### config.mk
export PLATFORM = sky130hd
export DESIGN_NAME = fetch_stage
export DESIGN_NICKNAME = d
export VERILOG_FILES = /design/src/rtl/riscv_pkg.sv /design/src/rtl/fetch_buffer.sv /design/src/rtl/fetch_stage.sv
export SDC_FILE = /design/constraint.sdc
export NUM_CORES = 1
export LEC_CHECK = 0
export ABC_AREA = 1
export BUFFER_PORTS_ARGS = -buffer_cell sky130_fd_sc_hd__buf_2
export CAP_MARGIN = 20
export CORE_MARGIN = 10
export CORE_UTILIZATION = 62
export CTS_CLUSTER_DIAMETER = 150
export DETAILED_ROUTE_END_ITERATION = 7
export PLACE_DENSITY = 0.86
export SLEW_MARGIN = 25
export SYNTH_ARGS = -nofsm -noshare
export SYNTH_HDL_FRONTEND = slang
export SYNTH_SLANG_ARGS = --single-unit
### constraint.sdc
create_clock -name clk -period 7.6 [get_ports clk]
set_input_delay 0 -clock clk [delete_from_list [all_inputs] [get_ports clk]]
set_output_delay 0 -clock clk [all_outputs]
set_load 0.1 [all_outputs]
### src/rtl/riscv_pkg.sv
// Shared RV32I core definitions: reset PC, the canonical NOP encoding and
// the {instruction, pc} record that moves between fetch and decode.
package riscv_pkg;

  localparam logic [31:0] INST_NOP         = 32'h0000_0013;
  localparam logic [31:0] PC_RESET_DEFAULT = 32'h0000_2000;

  typedef struct packed {
    logic [31:0] inst;
    logic [31:0] pc;
  } fetch_entry_t;

endpackage

### src/rtl/fetch_buffer.sv
// Two-entry FIFO of fetched instructions. Entry 0 is always the head;
// flush empties the buffer and overrides any push or pop in that cycle.
module fetch_buffer
  import riscv_pkg::*;
#(
  parameter int DEPTH = 2
) (
  input  logic         clk,
  input  logic         rst,
  input  logic         push,
  input  logic         pop,
  input  logic         flush,
  input  fetch_entry_t push_data,
  output logic [1:0]   count,
  output fetch_entry_t head
);

  logic [1:0]   count_q, count_d;
  fetch_entry_t entry0_q, entry0_d;
  fetch_entry_t entry1_q, entry1_d;
  logic         do_pop;
  logic         do_push;
  logic [1:0]   slot;

  assign do_pop  = pop && (count_q != 2'd0);
  assign do_push = push && ((count_q < 2'(DEPTH)) || do_pop);
  assign slot    = count_q - {1'b0, do_pop};

  always_comb begin
    count_d  = count_q;
    entry0_d = entry0_q;
    entry1_d = entry1_q;
    if (flush) begin
      count_d = 2'd0;
    end else begin
      // Popping shifts entry 1 forward; a simultaneous push lands behind it.
      if (do_pop) begin
        entry0_d = entry1_q;
      end
      if (do_push) begin
        if (slot == 2'd0) begin
          entry0_d = push_data;
        end else begin
          entry1_d = push_data;
        end
      end
      count_d = slot + {1'b0, do_push};
    end
  end

  always_ff @(posedge clk or posedge rst) begin
    if (rst) begin
      count_q  <= 2'd0;
      entry0_q <= '{inst: INST_NOP, pc: PC_RESET_DEFAULT};
      entry1_q <= '{inst: INST_NOP, pc: PC_RESET_DEFAULT};
    end else begin
      count_q  <= count_d;
      entry0_q <= entry0_d;
      entry1_q <= entry1_d;
    end
  end

  assign count = count_q;
  assign head  = entry0_q;

endmodule

### src/rtl/fetch_stage.sv
// RV32I instruction fetch: owns the PC, drives the synchronous instruction
// memory and hands {inst, pc} to decode over valid/ready, flushing on redirect.
module fetch_stage
  import riscv_pkg::*;
#(
  parameter logic [31:0] RESET_PC  = PC_RESET_DEFAULT,
  parameter int          BUF_DEPTH = 2
) (
  input  logic        clk,
  input  logic        rst,
  output logic        imem_en,
  output logic [31:0] imem_addr,
  input  logic [31:0] imem_dout,
  input  logic        redirect,
  input  logic [31:0] redirect_pc,
  output logic        inst_valid,
  input  logic        inst_ready,
  output logic [31:0] inst,
  output logic [31:0] inst_pc
);

  logic [31:0]  pc_q, pc_d;
  logic [31:0]  req_pc_q, req_pc_d;
  logic         inflight_q, inflight_d;
  logic [1:0]   count;
  fetch_entry_t head;
  fetch_entry_t push_data;
  logic         pop;
  logic         push;
  logic         fifo_pop;
  logic [2:0]   occupancy;
  logic [31:0]  target;

  assign target = redirect_pc & 32'hFFFF_FFFC;

  // Head is the buffered entry if any, else the word returning from memory.
  always_comb begin
    inst_valid = ((count != 2'd0) || inflight_q) && !redirect;
    if (count != 2'd0) begin
      inst    = head.inst;
      inst_pc = head.pc;
    end else if (inflight_q) begin
      inst    = imem_dout;
      inst_pc = req_pc_q;
    end else begin
      inst    = INST_NOP;
      inst_pc = RESET_PC;
    end
  end

  always_comb begin
    pop            = inst_valid && inst_ready;
    fifo_pop       = pop && (count != 2'd0);
    push           = inflight_q && !redirect && !((count == 2'd0) && pop);
    push_data.inst = imem_dout;
    push_data.pc   = req_pc_q;
    occupancy      = {1'b0, count} + {2'b0, inflight_q} - {2'b0, pop};
    // Issue only when the returning word is guaranteed a free slot.
    imem_en        = !rst && (redirect || (occupancy < 3'(BUF_DEPTH)));
    imem_addr      = (!rst && redirect) ? target : pc_q;
    pc_d           = imem_en ? (imem_addr + 32'd4) : pc_q;
    req_pc_d       = imem_en ? imem_addr : req_pc_q;
    inflight_d     = imem_en;
  end

  always_ff @(posedge clk or posedge rst) begin
    if (rst) begin
      pc_q       <= RESET_PC;
      req_pc_q   <= RESET_PC;
      inflight_q <= 1'b0;
    end else begin
      pc_q       <= pc_d;
      req_pc_q   <= req_pc_d;
      inflight_q <= inflight_d;
    end
  end

  fetch_buffer #(
    .DEPTH(BUF_DEPTH)
  ) u_fetch_buffer (
    .clk      (clk),
    .rst      (rst),
    .push     (push),
    .pop      (fifo_pop),
    .flush    (redirect),
    .push_data(push_data),
    .count    (count),
    .head     (head)
  );

endmodule

After elaboration in Yosys (flattened, before gate mapping)
Cells that the tools add are included.

word-level totals
  bits of input ports = 68
  register bits = 195
  word-level logic and storage cells = 46

cells by class
  $lt $le $gt $ge = 2
  add/sub/neg operators = 5
  bitwise logic cells = 2
  mux-type cells = 9
  reduce and logical (&&, ||, !) cells = 20

operators by type and width
  operator                 number
  $mux W64                 3
  $mux W32                 5
  $add A32 B3 Y32 const B  1
  $logic_and A1 B1 Y1      10
  $logic_not A2 Y1         2
  $add A2 B1 Y3            1
  $logic_not A1 Y1         3
  $logic_or A1 B1 Y1       3
  $lt A3 B2 Y1 const B     1
  $reduce_and A3 Y1        1
  $sub A3 B1 Y3            1
  $add A2 B1 Y2            1
  $lt A2 B2 Y1 const B     1
  $mux W2                  1
  $not A1 Y1               2
  $reduce_bool A2 Y1       1
  $sub A2 B1 Y2            1

Depth between registers and ports, before layout
  depth in word-level cells = 10
  gate-level depth with buffers = 18
  gate-level depth less buffers = 16

Cells and area by module
A second synthesis with hierarchy kept.

unflattened totals
  cell total of the unflattened synthesis = 1745
  area total of the unflattened synthesis = 11718.7 um2

by module, submodules not included
  module        cells each  instances  area each (um2)
  fetch_buffer  984         1          6887.9
  fetch_stage   761         1          4830.9

Least setup slack after synthesis
No wires, ideal clock.

  path kind = reg2reg
  start point = register u_fetch_buffer.count_q[1] (netlist: u_fetch_buffer.count[1])
  end point = register pc_q[17]
  data arrival time = 5.387 ns
  path slack = 2.029 ns
  clock period less this slack = 5.571 ns
  cell stages (with the launch flop) = 17
  buffers on the path = 3
  required time = 7.416 ns
  cells stage by stage = dfrtp_1 inv_1 nand2_2 inv_1 clkbuf_1 a21oi_1 and2_1 ha_1 or2_2 fa_1 nand2_1 a21oi_1 o21ai_0 nand2_1 buf_2 buf_1 o211ai_1

between the ends
  cells in the longest elaborated chain, start to end = 8
  elaborated cells between the ends (all ways) = 9
  classes of those cells = add/sub (2); order compare (1); reduce/logical (6)

ends and longest elaborated chain
  what                    RTL line            text
  start, declared         fetch_buffer.sv:18  logic [1:0] count_q, count_d;
  start signal, assigned  fetch_buffer.sv:57  count_q <= count_d;
  $reduce_bool A2 Y1      fetch_stage.sv:38   inst_valid = ((count != 2'd0) || inflight_q) && !redirect;
  $logic_or A1 B1 Y1      fetch_stage.sv:38
  $logic_and A1 B1 Y1     fetch_stage.sv:38
  net inst_valid          fetch_stage.sv:16   output logic inst_valid,
  $logic_and A1 B1 Y1     fetch_stage.sv:52   pop = inst_valid && inst_ready;
  $sub A3 B1 Y3           fetch_stage.sv:57   occupancy = {1'b0, count} + {2'b0, inflight_q} - {2'b0, pop};
  $lt A3 B2 Y1            fetch_stage.sv:59   imem_en = !rst && (redirect || (occupancy < 3'(BUF_DEPTH)));
  $logic_or A1 B1 Y1      fetch_stage.sv:59
  $logic_and A1 B1 Y1     fetch_stage.sv:59
  net imem_en             fetch_stage.sv:11   output logic imem_en,
  end signal, assigned    fetch_stage.sv:72   pc_q <= pc_d;
  end, declared           fetch_stage.sv:22   logic [31:0] pc_q, pc_d;

The timed path passes the listed nets, and every way through them passes these cells.
A chain may end at the register's enable or synchronous reset.

Worst setup path after layout
  start point = register inflight_q
  end point = register pc_q[26]

between the ends
  cells in the longest elaborated chain, start to end = 7
  elaborated cells between the ends (all ways) = 8
  classes of those cells = add/sub (2); order compare (1); reduce/logical (5)

ends and longest elaborated chain
  what                                                                   RTL line           text
  start, declared                                                        fetch_stage.sv:24  logic inflight_q, inflight_d;
  start signal, assigned                                                 fetch_stage.sv:74  inflight_q <= inflight_d;
  parallel branches: the longest is 3 deep, another holds $add A2 B1 Y3  -
  $sub A3 B1 Y3 (*)                                                      fetch_stage.sv:57
  $lt A3 B2 Y1 (*)                                                       fetch_stage.sv:59
  $logic_or A1 B1 Y1 (*)                                                 fetch_stage.sv:59
  $logic_and A1 B1 Y1 (*)                                                fetch_stage.sv:59

Every way passes the cells marked *.

==> results.yml <==
global_routing:
  global_router_s_overall_resource_usage_pct: 24.96
  grt_remaining_overflow: 0
  grt_start_max_net_pins: 129
  grt_pass1_wl_um: 45730
  grt_antenna_before_repair: 1
  grt_pass1_vias: 9165
worst_setup_path:
  critPathMaxStageDelay_ns: 1.07
  cp_data_arrival_time_ns: 5.67
  rr_startpoint: "inflight_q"
  setup.reg_to_reg.worst_slack_ns: 2.30
  worst_ep_required_time_ns: 7.97
  path_max_fanout: 64
  rr_worst_depth: 14
  r2r_end: "pc_q[26]"
  crit_start: "inflight_q"
  critical_path.slowest_cell: "sky130_fd_sc_hd__dfrtp_2"
  cp-start-kind: "flop"
  critPathMostFrequentCell: "sky130_fd_sc_hd__a21oi_1"
  critical-path-top-delay-family: "simple AND/OR/NAND/NOR gates"
  critical_path.endpoint: "pc_q[26]"
  critPathCaptureType: "flop"
  count_of_buffer_and_inverter_cells_on_the_critical_path: 2
  path_depth: 14
  critical_path.cell_chain: "inv_1 -> a21oi_1 -> and2_1 -> ha_1 -> or2_2 -> fa_1 -> nand2_1 -> a21oi_1 -> o21ai_0 -> nand2_2 -> clkinv_2 -> nor2_1 -> nand4_1 -> nand3_1"
  setup.worst_path.class: "flop to flop"
drt:
  total_via_count_after_detailed_routing: 9735
  post-route-drc-count: 0
  viasPerCell: 5.445
  number_of_iterations_in_the_first_detailed_routing_pass: 5
  route.final.wire_length_um: 27540
  first_iter_violations: 851
  routedWlPerCell_um: 15.40
  route.antenna.remaining_nets: 0
worst_hold_path:
  min-delay-path-class: "input pin to flop"
die:
  x_dimension_of_the_die_um: 149.0
  die_height_um: 149.0
  floorplan.core_area_um2: 16470
  initial_utilization_pct: 62.63
  ports: 166
  fp.dieArea_um2: 22190
  rows: 47
synth:
  seq_area_frac_synth_pct: 46.95
  synth_seq_cells: 193
  netlist_instances: 1408
  synth.distinct_cells: 38
  synth-main-ff-cell: "sky130_fd_sc_hd__dfrtp_1"
  synth_area_leader: "sky130_fd_sc_hd__dfrtp_1"
  synth-edff-count: 0
  cell_types_occupying_the_most_area_after_synthesis: "sky130_fd_sc_hd__dfrtp_1, sky130_fd_sc_hd__nand2_1, sky130_fd_sc_hd__o21ai_0, sky130_fd_sc_hd__inv_1, sky130_fd_sc_hd__nand3_1"
  synth_warn: 0
  postSynth.asyncResetShare_pct: 100.0
  postSynthAreaPerCell_um2: 7.324
  synth.top_cell.area_share_pct: 44.41
  synth.cell_area_um2: 10310
  syn_nets: 1481
clock_network:
  post_cts_buffers: 0
  clock_sinks: 193
  clkTransAtPathRegs_ns: 0.07
  tritoncts: "yes"
  numCtsBuffers: 17
  ctsHoldBuffers: 38
  root_buffer: "sky130_fd_sc_hd__clkbuf_16"
  cts_repair_resize_count: 0
  worst_skew_pair.late_latency_ns: 0.44
  htreeDepth: 4
  cts.path.max_buffers: 2
sta:
  max_slew_margin_pct: 28.88
  max_freq_mhz: 188.8
  fin_setup_tns_ns: 0
  slew_viol_final: 0
  finalSetupViolCount: 0
  period_share_pct: 69.70
  worst_pin_slew_ns: 1.067
  hold_violation_count_in_the_final_report: 0
  clock_skew_ns: 0.01021
  rsz0062_at_grt: "no"
  fin_crit_ns: 5.297
outcome:
  run_status: "finished, final reports clean"
place:
  gp_routability_congestion: 0.9005
  portBuffers: 163
  dp_hpwl_um: 17050
final_layout:
  design.final.nets: 1627
  final_layout_size_suffix_gt1_share_pct: 15.76
  area.growth.synth_to_final_pct: 17.28
job:
  max-cap-violations: 0
[cells in the final DEF (no fill, tap or decap), drive strengths merged, types with 16 or more instances in the layout]
master / instances
nand2: 403
dfrtp: 183
nor2: 73
o31ai: 17
o21ai: 254
buf: 169
nand3: 97
dlygate4sd3: 38
inv: 230
clkbuf: 23
a21oi: 16
[per-stage QoR]
stage               cell area, um2  hold WS, ns  setup slack [ns]  instances  util, %
floorplan                    10310       0.1511             2.029       1408        -
global placement             11110       0.1723             2.732       1717    67.49
detailed placement           11120       0.1737             2.637       1717    67.55
CTS                          12090     0.007332             2.374       1787    73.40
global route                 12090      0.06413             1.905       1788    73.45
finish                       12090      0.02403             2.303       1788    73.45
[how the worst min path moves through the flow]
stage,end,slack [ns],cells past startpoint,startpoint
final,pc_q[31],0.02,6,redirect_pc[31]
after global routing,req_pc_q[3],0.06,5,redirect_pc[3]
after CTS,pc_q[31],0.007,6,redirect_pc[31]
after detailed placement,u_fetch_buffer.head[12],0.17,2,rst
after global placement,u_fetch_buffer.head[12],0.17,2,rst
after floorplan,u_fetch_buffer.entry1_q[32],0.15,2,imem_dout[0]
[tightest hold or removal path, stage by stage]
cell,delay [ns]
sky130_fd_sc_hd__buf_2,0.07
sky130_fd_sc_hd__nand2_1,0.04
sky130_fd_sc_hd__nand2_1,0.09
sky130_fd_sc_hd__nor2_1,0.06
sky130_fd_sc_hd__nand4_1,0.08
sky130_fd_sc_hd__nand3_1,0.07
[state kept, by name, summed over array words and instances (netlist names)]
signal                   cells
u_fetch_buffer.entry1_q     64
u_fetch_buffer.head         64
pc_q                        32
req_pc_q                    30
u_fetch_buffer.count         2
inflight_q                   1
[cells in the mapped netlist, types with 6 or more instances]
cell,instances
sky130_fd_sc_hd__o211ai_1,9
sky130_fd_sc_hd__buf_2,13
sky130_fd_sc_hd__nand4_1,10
sky130_fd_sc_hd__clkbuf_1,51
sky130_fd_sc_hd__nand2_2,7
sky130_fd_sc_hd__dfrtp_1,183
sky130_fd_sc_hd__o21ai_0,246
sky130_fd_sc_hd__o31ai_1,17
sky130_fd_sc_hd__dfstp_2,10
sky130_fd_sc_hd__nor2_2,7
sky130_fd_sc_hd__o21bai_1,6
sky130_fd_sc_hd__a21oi_1,16
sky130_fd_sc_hd__inv_1,227
sky130_fd_sc_hd__buf_1,9
sky130_fd_sc_hd__nor2_4,7
sky130_fd_sc_hd__nand3_1,95
sky130_fd_sc_hd__nand2_1,393
sky130_fd_sc_hd__nor2_1,59
[routing by layer]
layer | vias up | share of wire, % | global-route usage (%)
met4 | 0 | 1.7 | 7.998
met5 | - | 0 | 0
met2 | 463 | 46 | 39.23
met1 | 4518 | 43 | 34.12
li1 | 4716 | - | -
met3 | 38 | 8.7 | 4.885
[cell type report]
type,count,area (um2)
flip-flops and latches,193,4843
multi-input cells,904,4268
inverters,231,875.8
repair buffers,207,1245
clock buffers,23,478.0
well taps,220,275.3
fillers,1243,4372
clock inverters,9,106.4
diodes,1,2.502
[logic make-up after synthesis]
family / count (synthesis) / share of synthesized area [%]
simple gates: 588 / 24.17
buf+inv: 311 / 11.91
compound gates: 308 / 16.03
flops: 193 / 46.95
fa+ha+maj: 5 / 0.6795
xor+xnor: 3 / 0.2548
Power is left out: the tool's default activity adds up to more than one toggle a clock period on the data nets, which glitch-free logic cannot reach.
